File: src/rtl/chiselwatt_clk_pkg.sv
// Shared definitions for the Chiselwatt clock/reset sequencing logic:
// sequencer state encoding, default cycle counts and counter sizing.
package chiselwatt_clk_pkg;

  typedef enum logic [1:0] {
    WAIT_LOCK = 2'd0,
    QUALIFY   = 2'd1,
    HOLD      = 2'd2,
    RUN       = 2'd3
  } seq_state_t;

  localparam int DEF_SYNC_STAGES = 2;
  localparam int DEF_LOCK_CYCLES = 1024;
  localparam int DEF_HOLD_CYCLES = 16;
  localparam int DEF_BTN_CYCLES  = 65536;

  // Width needed to hold the largest of the three cycle counts.
  function automatic int cnt_width(input int lock_cycles, input int hold_cycles,
                                   input int btn_cycles);
    int max_cycles;
    max_cycles = lock_cycles;
    if (hold_cycles > max_cycles) max_cycles = hold_cycles;
    if (btn_cycles > max_cycles) max_cycles = btn_cycles;
    return $clog2(max_cycles + 1);
  endfunction

endpackage

File: src/rtl/sync_debounce.sv
// Multi-flop synchroniser for an asynchronous input, with an optional
// low-level debounce counter that emits one pulse per sustained low period.
module sync_debounce
  import chiselwatt_clk_pkg::*;
#(
  parameter int STAGES   = DEF_SYNC_STAGES,
  parameter bit DEBOUNCE = 1'b1,
  parameter int CYCLES   = DEF_BTN_CYCLES,
  parameter int CNT_W    = 17
) (
  input  logic clock,
  input  logic reset_n,
  input  logic raw,
  output logic level,
  output logic press
);

  logic [STAGES-1:0] chain;
  logic [CNT_W-1:0]  cnt;

  always_ff @(posedge clock or negedge reset_n) begin
    if (!reset_n) begin
      chain <= '0;
    end else begin
      chain <= {chain[STAGES-2:0], raw};
    end
  end

  assign level = chain[STAGES-1];

  // Counter saturates at CYCLES-1 while held low, so a long press pulses once.
  always_ff @(posedge clock or negedge reset_n) begin
    if (!reset_n) begin
      cnt   <= '0;
      press <= 1'b0;
    end else begin
      press <= 1'b0;
      if (level) begin
        cnt <= '0;
      end else if (cnt != CNT_W'(CYCLES - 1)) begin
        cnt   <= cnt + CNT_W'(1);
        press <= DEBOUNCE && (cnt == CNT_W'(CYCLES - 2));
      end
    end
  end

endmodule

File: src/rtl/pll_reset_sequencer.sv
// Turns raw PLL lock and the user button into a clean registered core reset:
// lock must be stable for LOCK_CYCLES, then reset is held HOLD_CYCLES more.
module pll_reset_sequencer
  import chiselwatt_clk_pkg::*;
#(
  parameter int SYNC_STAGES = DEF_SYNC_STAGES,
  parameter int LOCK_CYCLES = DEF_LOCK_CYCLES,
  parameter int HOLD_CYCLES = DEF_HOLD_CYCLES,
  parameter int BTN_CYCLES  = DEF_BTN_CYCLES,
  parameter int CNT_W       = cnt_width(LOCK_CYCLES, HOLD_CYCLES, BTN_CYCLES)
) (
  input  logic       clock,
  input  logic       reset_n,
  input  logic       pll_lock,
  input  logic       btn_n,
  output logic       core_reset,
  output logic       ready,
  output logic [7:0] lock_loss_count,
  output logic [1:0] state_o
);

  logic             lock_s;
  logic             btn_s;
  logic             btn_press;
  logic             unused_lock_press;
  seq_state_t       state;
  seq_state_t       state_n;
  logic [CNT_W-1:0] cnt;
  logic [CNT_W-1:0] cnt_n;
  logic [7:0]       loss_n;

  sync_debounce #(
    .STAGES  (SYNC_STAGES),
    .DEBOUNCE(1'b0),
    .CYCLES  (2),
    .CNT_W   (2)
  ) u_lock_sync (
    .clock  (clock),
    .reset_n(reset_n),
    .raw    (pll_lock),
    .level  (lock_s),
    .press  (unused_lock_press)
  );

  sync_debounce #(
    .STAGES  (SYNC_STAGES),
    .DEBOUNCE(1'b1),
    .CYCLES  (BTN_CYCLES),
    .CNT_W   (CNT_W)
  ) u_btn_sync (
    .clock  (clock),
    .reset_n(reset_n),
    .raw    (btn_n),
    .level  (btn_s),
    .press  (btn_press)
  );

  // Outputs are registered from the next state so they move with the state.
  always_ff @(posedge clock or negedge reset_n) begin
    if (!reset_n) begin
      state           <= WAIT_LOCK;
      cnt             <= '0;
      lock_loss_count <= '0;
      core_reset      <= 1'b1;
      ready           <= 1'b0;
    end else begin
      state           <= state_n;
      cnt             <= cnt_n;
      lock_loss_count <= loss_n;
      core_reset      <= (state_n != RUN);
      ready           <= (state_n == RUN);
    end
  end

  // Loss of lock takes priority over the button everywhere.
  always_comb begin
    state_n = state;
    cnt_n   = '0;
    loss_n  = lock_loss_count;
    case (state)
      WAIT_LOCK: begin
        if (lock_s) state_n = QUALIFY;
      end
      QUALIFY: begin
        if (!lock_s) begin
          state_n = WAIT_LOCK;
        end else if (cnt == CNT_W'(LOCK_CYCLES - 1)) begin
          state_n = HOLD;
        end else begin
          cnt_n = cnt + CNT_W'(1);
        end
      end
      HOLD: begin
        if (!lock_s) begin
          state_n = WAIT_LOCK;
        end else if (cnt == CNT_W'(HOLD_CYCLES - 1)) begin
          state_n = RUN;
        end else begin
          cnt_n = cnt + CNT_W'(1);
        end
      end
      RUN: begin
        if (!lock_s) begin
          state_n = WAIT_LOCK;
          if (lock_loss_count != 8'hFF) loss_n = lock_loss_count + 8'd1;
        end else if (btn_press) begin
          state_n = HOLD;
        end
      end
    endcase
  end

  assign state_o = state;

endmodule
File: config.mk
export PLATFORM = sky130hd
export DESIGN_NAME = pll_reset_sequencer
export DESIGN_NICKNAME = d
export VERILOG_FILES = /design/src/rtl/chiselwatt_clk_pkg.sv /design/src/rtl/sync_debounce.sv /design/src/rtl/pll_reset_sequencer.sv
export SDC_FILE = /design/constraint.sdc
export NUM_CORES = 1
export LEC_CHECK = 0
export ABC_AREA = 1
export CAP_MARGIN = 20
export CORE_MARGIN = 2
export CORE_UTILIZATION = 30
export DETAILED_ROUTE_END_ITERATION = 7
export GPL_ROUTABILITY_DRIVEN = 0
export GPL_TIMING_DRIVEN = 1
export SYNTH_ARGS = -nofsm -noshare
export SYNTH_HDL_FRONTEND = slang
export SYNTH_HIERARCHICAL = 1
export SYNTH_SLANG_ARGS = --single-unit
File: constraint.sdc
create_clock -name clock -period 5.1 [get_ports clock]
set_clock_uncertainty 0.05 [all_clocks]
set_input_delay 0.765 -clock clock [delete_from_list [all_inputs] [get_ports clock]]
set_output_delay 0.765 -clock clock [all_outputs]
set_load 0.02 [all_outputs]
# [Word-level counts from Yosys, hierarchy flattened]
# Cells that the tools add are included.
[word_totals] ff_bits=51 inputBits=4 out_inout_bits=12
[classes] add_sub_neg=3 n_eq_ne=10 muxes=17 bitwise_logic=1 reduce_logical=3
[ops] cell="$mux 17" n=6
[ops] cell="$add 17x1->17 const B" n=2
[ops] cell="$pmux 17 s2" n=1
[ops] cell="$eq 17x10->1 const B" n=1
[ops] cell="$eq 17x16->1 const B" n=1
[ops] cell="$eq 17x4->1 const B" n=1
[ops] cell="$ne 17x16->1 const B" n=1
[ops] cell="$mux 2" n=7
[ops] cell="$add 8x1->8 const B" n=1
[ops] cell="$ne 8x8->1 const B" n=1
[ops] cell="$pmux 2 s4" n=1
[ops] cell="$eq 2x2->1 const B" n=3
[ops] cell="$reduce_and 3->1" n=1
[ops] cell="$eq 2x1->1 const B" n=1
[ops] cell="$logic_not 2->1" n=1
[ops] cell="$mux 1" n=2
[ops] cell="$ne 2x2->1 const B" n=1
[ops] cell="$reduce_bool 2->1" n=1
[ops] cell="$not 1->1" n=1

# [Depth between registers and ports, before layout]
[depth] word_depth=5 depth_mapped=12 mapped_depth_nobuf=12

# [Modules after synthesis]
# The synthesis kept the hierarchy.
[modules_own_cells] mod="pll_reset_sequencer" n_inst=1 cells_each=179 area_each_um2=1552.7 seq_area_each_um2=726.9
[modules_own_cells] mod="sync_debounce at u_btn_sync" n_inst=1 cells_each=138 area_each_um2=1057.3 seq_area_each_um2=500.5
[modules_own_cells] mod="sync_debounce at u_lock_sync" n_inst=1 cells_each=4 area_each_um2=61.3 seq_area_each_um2=50.0

# [Worst setup path after synthesis]
# OpenSTA, ideal clock, no wires.
[synth_timing] path_type="flip-flop to flip-flop" from="register u_btn_sync.cnt[0]" to="register u_btn_sync.cnt[7]" setup_time_ns=0.123 t_arrival_ns=1.547 t_required_ns=4.927 slack_ns=3.380 path_stages_with_launch=11 n_path_buf=0 period_less_slack_ns=1.720 path_cell_list="dfrtp_1 ha_1 inv_1 nor3_1 ha_1 inv_1 nor2_1 nor2_1 nand2_1 o21ai_0 a21oi_1"
[synth_via] elab_chain_cells=3 word_cells_on_any_way=5 classes_between="add/sub: 1; eq/ne: 1; mux: 2; reduce/logical: 1"
[synth_rtl] item="start, declared" line="sync_debounce.sv:19" text="logic [CNT_W-1:0] cnt;"
[synth_rtl] item="start signal, assigned" line="sync_debounce.sv:41" text="cnt <= cnt + CNT_W'(1);"
[synth_rtl] item="$add 17x1->17" line="sync_debounce.sv:41"
[synth_rtl] item="$mux 17" line="sync_debounce.sv:40" text="end else if (cnt != CNT_W'(CYCLES - 1)) begin"
[synth_rtl] item="$mux 17" line="sync_debounce.sv:38" text="if (level) begin"
# Parallel ways exist; a longest one is shown, timed or not. The select of a mux whose other input is x is not followed.
# A chain may end at the register's enable or synchronous reset.

# [Final worst setup path]
[layout_timing] from="register core_reset" to="output core_reset"
[layout_lines] item="start, declared" line="pll_reset_sequencer.sv:16" text="output logic core_reset,"
[layout_lines] item="start signal, assigned" line="pll_reset_sequencer.sv:70" text="core_reset <= (state_n != RUN);"
# No word-level cell between the ends.

==> summary.txt <==
Critical path
  – Count of buffering cells on the critical path with inverters included: 1
  – Maximum fanout count along the critical path: 1
  – Worst r2r dst: u_btn_sync/cnt[7]
  – Critical path's top delay family: buffers and inverters
  – Worst r2r path cells: 10
  – R2R Path Start: u_btn_sync/cnt[1]
  – Number of gates on the worst path with buffers counted: 1
  – Critical Path Slowest Stage Cell: sky130_fd_sc_hd__clkdlybuf4s50_1
  – CP endpoint: core_reset
  – CP Capture Type: output pin
  – Worst path arrival time: 1.42 ns
  – Critical Setup Path Class: reg -> out
  – Sequence of cells on the critical path: clkdlybuf4s50_1
  – Worst Setup SP: core_reset
  – Kind of start point of the critical path: register
  – Slowest Stage Delay on Critical Path: between 0.5 and 0.6 ns
  – Required time at the endpoint of the critical path: between 4 and 5 ns
  – Internal reg-to-reg setup slack: just over 3 ns

Global route
  – Initial antenna violation count: 0
  – Via count of the first global-routing pass: 1953
  – Total global routing track utilization: 0.106
  – Global-route congestion overflow total: 0
  – Pin count of the biggest net entering global routing: 52
  – First-pass GRT wire length: 8.66 mm

Timing
  – Minimum clock period: 2.23 ns
  – Total negative slack: 0 ns
  – Pins Over Slew Limit: 0
  – Peak clock frequency supported by timing: 0.448 GHz
  – Least-Margin Pin Slew: 0.649 ns
  – Unrepaired setup endpoints after global routing: no
  – Max-Slew Margin vs Limit: 0.567
  – Count of final hold-check violations: 0
  – Final period utilization: 0.437
  – Final setup vio count: 0

Yosys
  – Synthesized cell area: 2660 um^2
  – Warnings, synthesis: 6
  – Number of nets produced by synthesis: 332
  – Mean instance size in the synthesized netlist: 8.34 um^2
  – Gate count after technology mapping: 319

Route
  – Average wire per cell in the routed design: 10.6 um
  – Vias after detailed routing: 2018
  – Number of remaining DRC errors: 0
  – Number of optimization iterations in the first detailed-route pass: 4
  – Detailed Route WL: 4.76 mm
  – Residual antenna-violating net count after detailed routing: 0
  – Number of vias per cell: 4.49
  – Iteration-0 DRC Markers: 46

Clocking
  – Buffer type at the clock tree root: sky130_fd_sc_hd__clkbuf_8
  – CTS Hold Bufs: 0
  – Number of gates given a new drive strength after cts: 0
  – Number of buffers inserted during clock tree synthesis: 5
  – Clock latency at the later pin of the worst-skew pair: 0.30 ns
  – Largest buffer count on any clock path: 2
  – Post-CTS repair timing setup buffer count: 0
  – Reg clk slew, reported paths: 0.10 ns
  – H-tree Lvls: 2
  – Sinks on Clock Net: 51
  – Clock tree from TritonCTS: built

Power
  – Clock network fraction of total power: 0.288
  – Internal power: 557 uW
  – Static Leak: approximately 1.3 nW
  – Switching power summed over all nets: 217 uW
  – Portion of total power attributed to combinational logic: 0.137
  – Fraction of power spent switching nets: 0.280
  – Power share of the sequential group: 0.575
  – Power Dens Cells: 257 nW/um^2
  – Max VDD drop: between 0.1 and 0.15 mV

Floorplanning
  – Horiz. Die Dim: just under 100 um
  – Number of placed I/O pins: 16
  – Initial core utilization: 0.307
  – Floorplan Core Area: 8680 um^2
  – Die outline area: 9640 um^2
  – Height of the chip: 98.2 um
  – Number of placement rows: 34

Worst hold path
  – Number of instances on the worst hold path: 0
  – Hold WC Path Type: reg -> reg

Cells and area
  – Syn-to-layout area delta: 13.3%
  – Layout filler cell count: between 900 and 1000
  – ANT cells: 0
  – Number of nets in the layout: 353
  – Fraction of final layout cells sized beyond drive strength 1: 0.111
  – Post-layout instance count excluding filler cells: approximately 450

Run
  – Max cap viols: 0

Run status
  – Run status: finished clean

Placed design
  – Count of buffers inserted at the top-level ports: 15
  – Estimated wirelength of the detail-placed design: 3.44 mm
  – Cell total after placement: between 400 and 500
per-layer routing:
metal  global-route usage  wire [um]  part of all wire  vias up
met5                    0          0                 0        -
met4               0.0232         31            0.0065        0
met3               0.0265        149             0.031        4
met2                0.175       2170              0.46       21
met1                0.142       2400              0.51      934
li1                     -          -                 -     1059
worst min path at each step:
stage,slack (ns),from,end
global placement,0.28,u_btn_sync/chain[0],u_btn_sync/chain[1]
detailed placement,0.28,u_lock_sync/chain[0],u_lock_sync/chain[1]
floorplan,0.28,u_btn_sync/chain[0],u_btn_sync/chain[1]
global route,0.31,u_btn_sync/chain[0],u_btn_sync/chain[1]
finish,0.30,u_btn_sync/chain[0],u_btn_sync/chain[1]
CTS,0.31,u_lock_sync/chain[0],u_lock_sync/chain[1]
power groups by stage:
stage / combinational, mW / clock, mW / sequential, mW
after CTS: 0.110 / 0.235 / 0.445
after global placement: 0.106 / 0 / 0.452
after floorplan: 0.0732 / 0 / 0.453
after detailed placement: 0.110 / 0 / 0.453
after global routing: 0.124 / 0.252 / 0.449
final: 0.106 / 0.223 / 0.445
stage by stage:
step                hold WS, ns  total power, mW  cell area (um^2)  setup WS [ns]  utilization
finish                    0.303            0.774              3010           2.87        0.347
detailed placement        0.285            0.563              2930           3.16        0.338
floorplan                 0.281            0.526              2660           3.38            -
global route              0.311            0.825              3010           2.83        0.347
global placement          0.285            0.557              2930           3.20        0.338
CTS                       0.305            0.790              3010           2.85        0.347
final cells by class:
class / instances / area, um^2 / area share
multi-input cells: 230 / 1230 / 0.409
well taps: 108 / 135 / 0.0449
clock buffers: 7 / 76.3 / 0.0253
inverters: 36 / 135 / 0.0449
repair buffers: 16 / 153 / 0.0507
clock inverters: 1 / 5.00 / 0.00166
flip-flops and latches: 51 / 1280 / 0.424
registers in the layout, indices dropped and copies added, names as in the netlist:
name	count
core_reset	1
state_o	2
cnt	17
u_btn_sync/chain	2
ready	1
lock_loss_count	8
u_lock_sync/chain	2
u_btn_sync/press	1
u_btn_sync/cnt	17
cell usage in the layout (no fill, tap or decap), drive strengths merged:
cell type      instances
a21oi                 11
and3                   2
buf                    2
clkbuf                 7
clkdlybuf4s50         14
clkinv                 1
dfrtp                 50
dfstp                  1
ha                     9
inv                   36
mux2                   1
nand2                 69
nand3                 27
nand4                  3
nor2                  67
nor3                   9
nor3b                  3
nor4                   1
o21ai                  9
o21bai                 1
o22ai                  2
or2                    1
xnor2                  4
xor2                  11
Power figures use the tool's default switching activity.
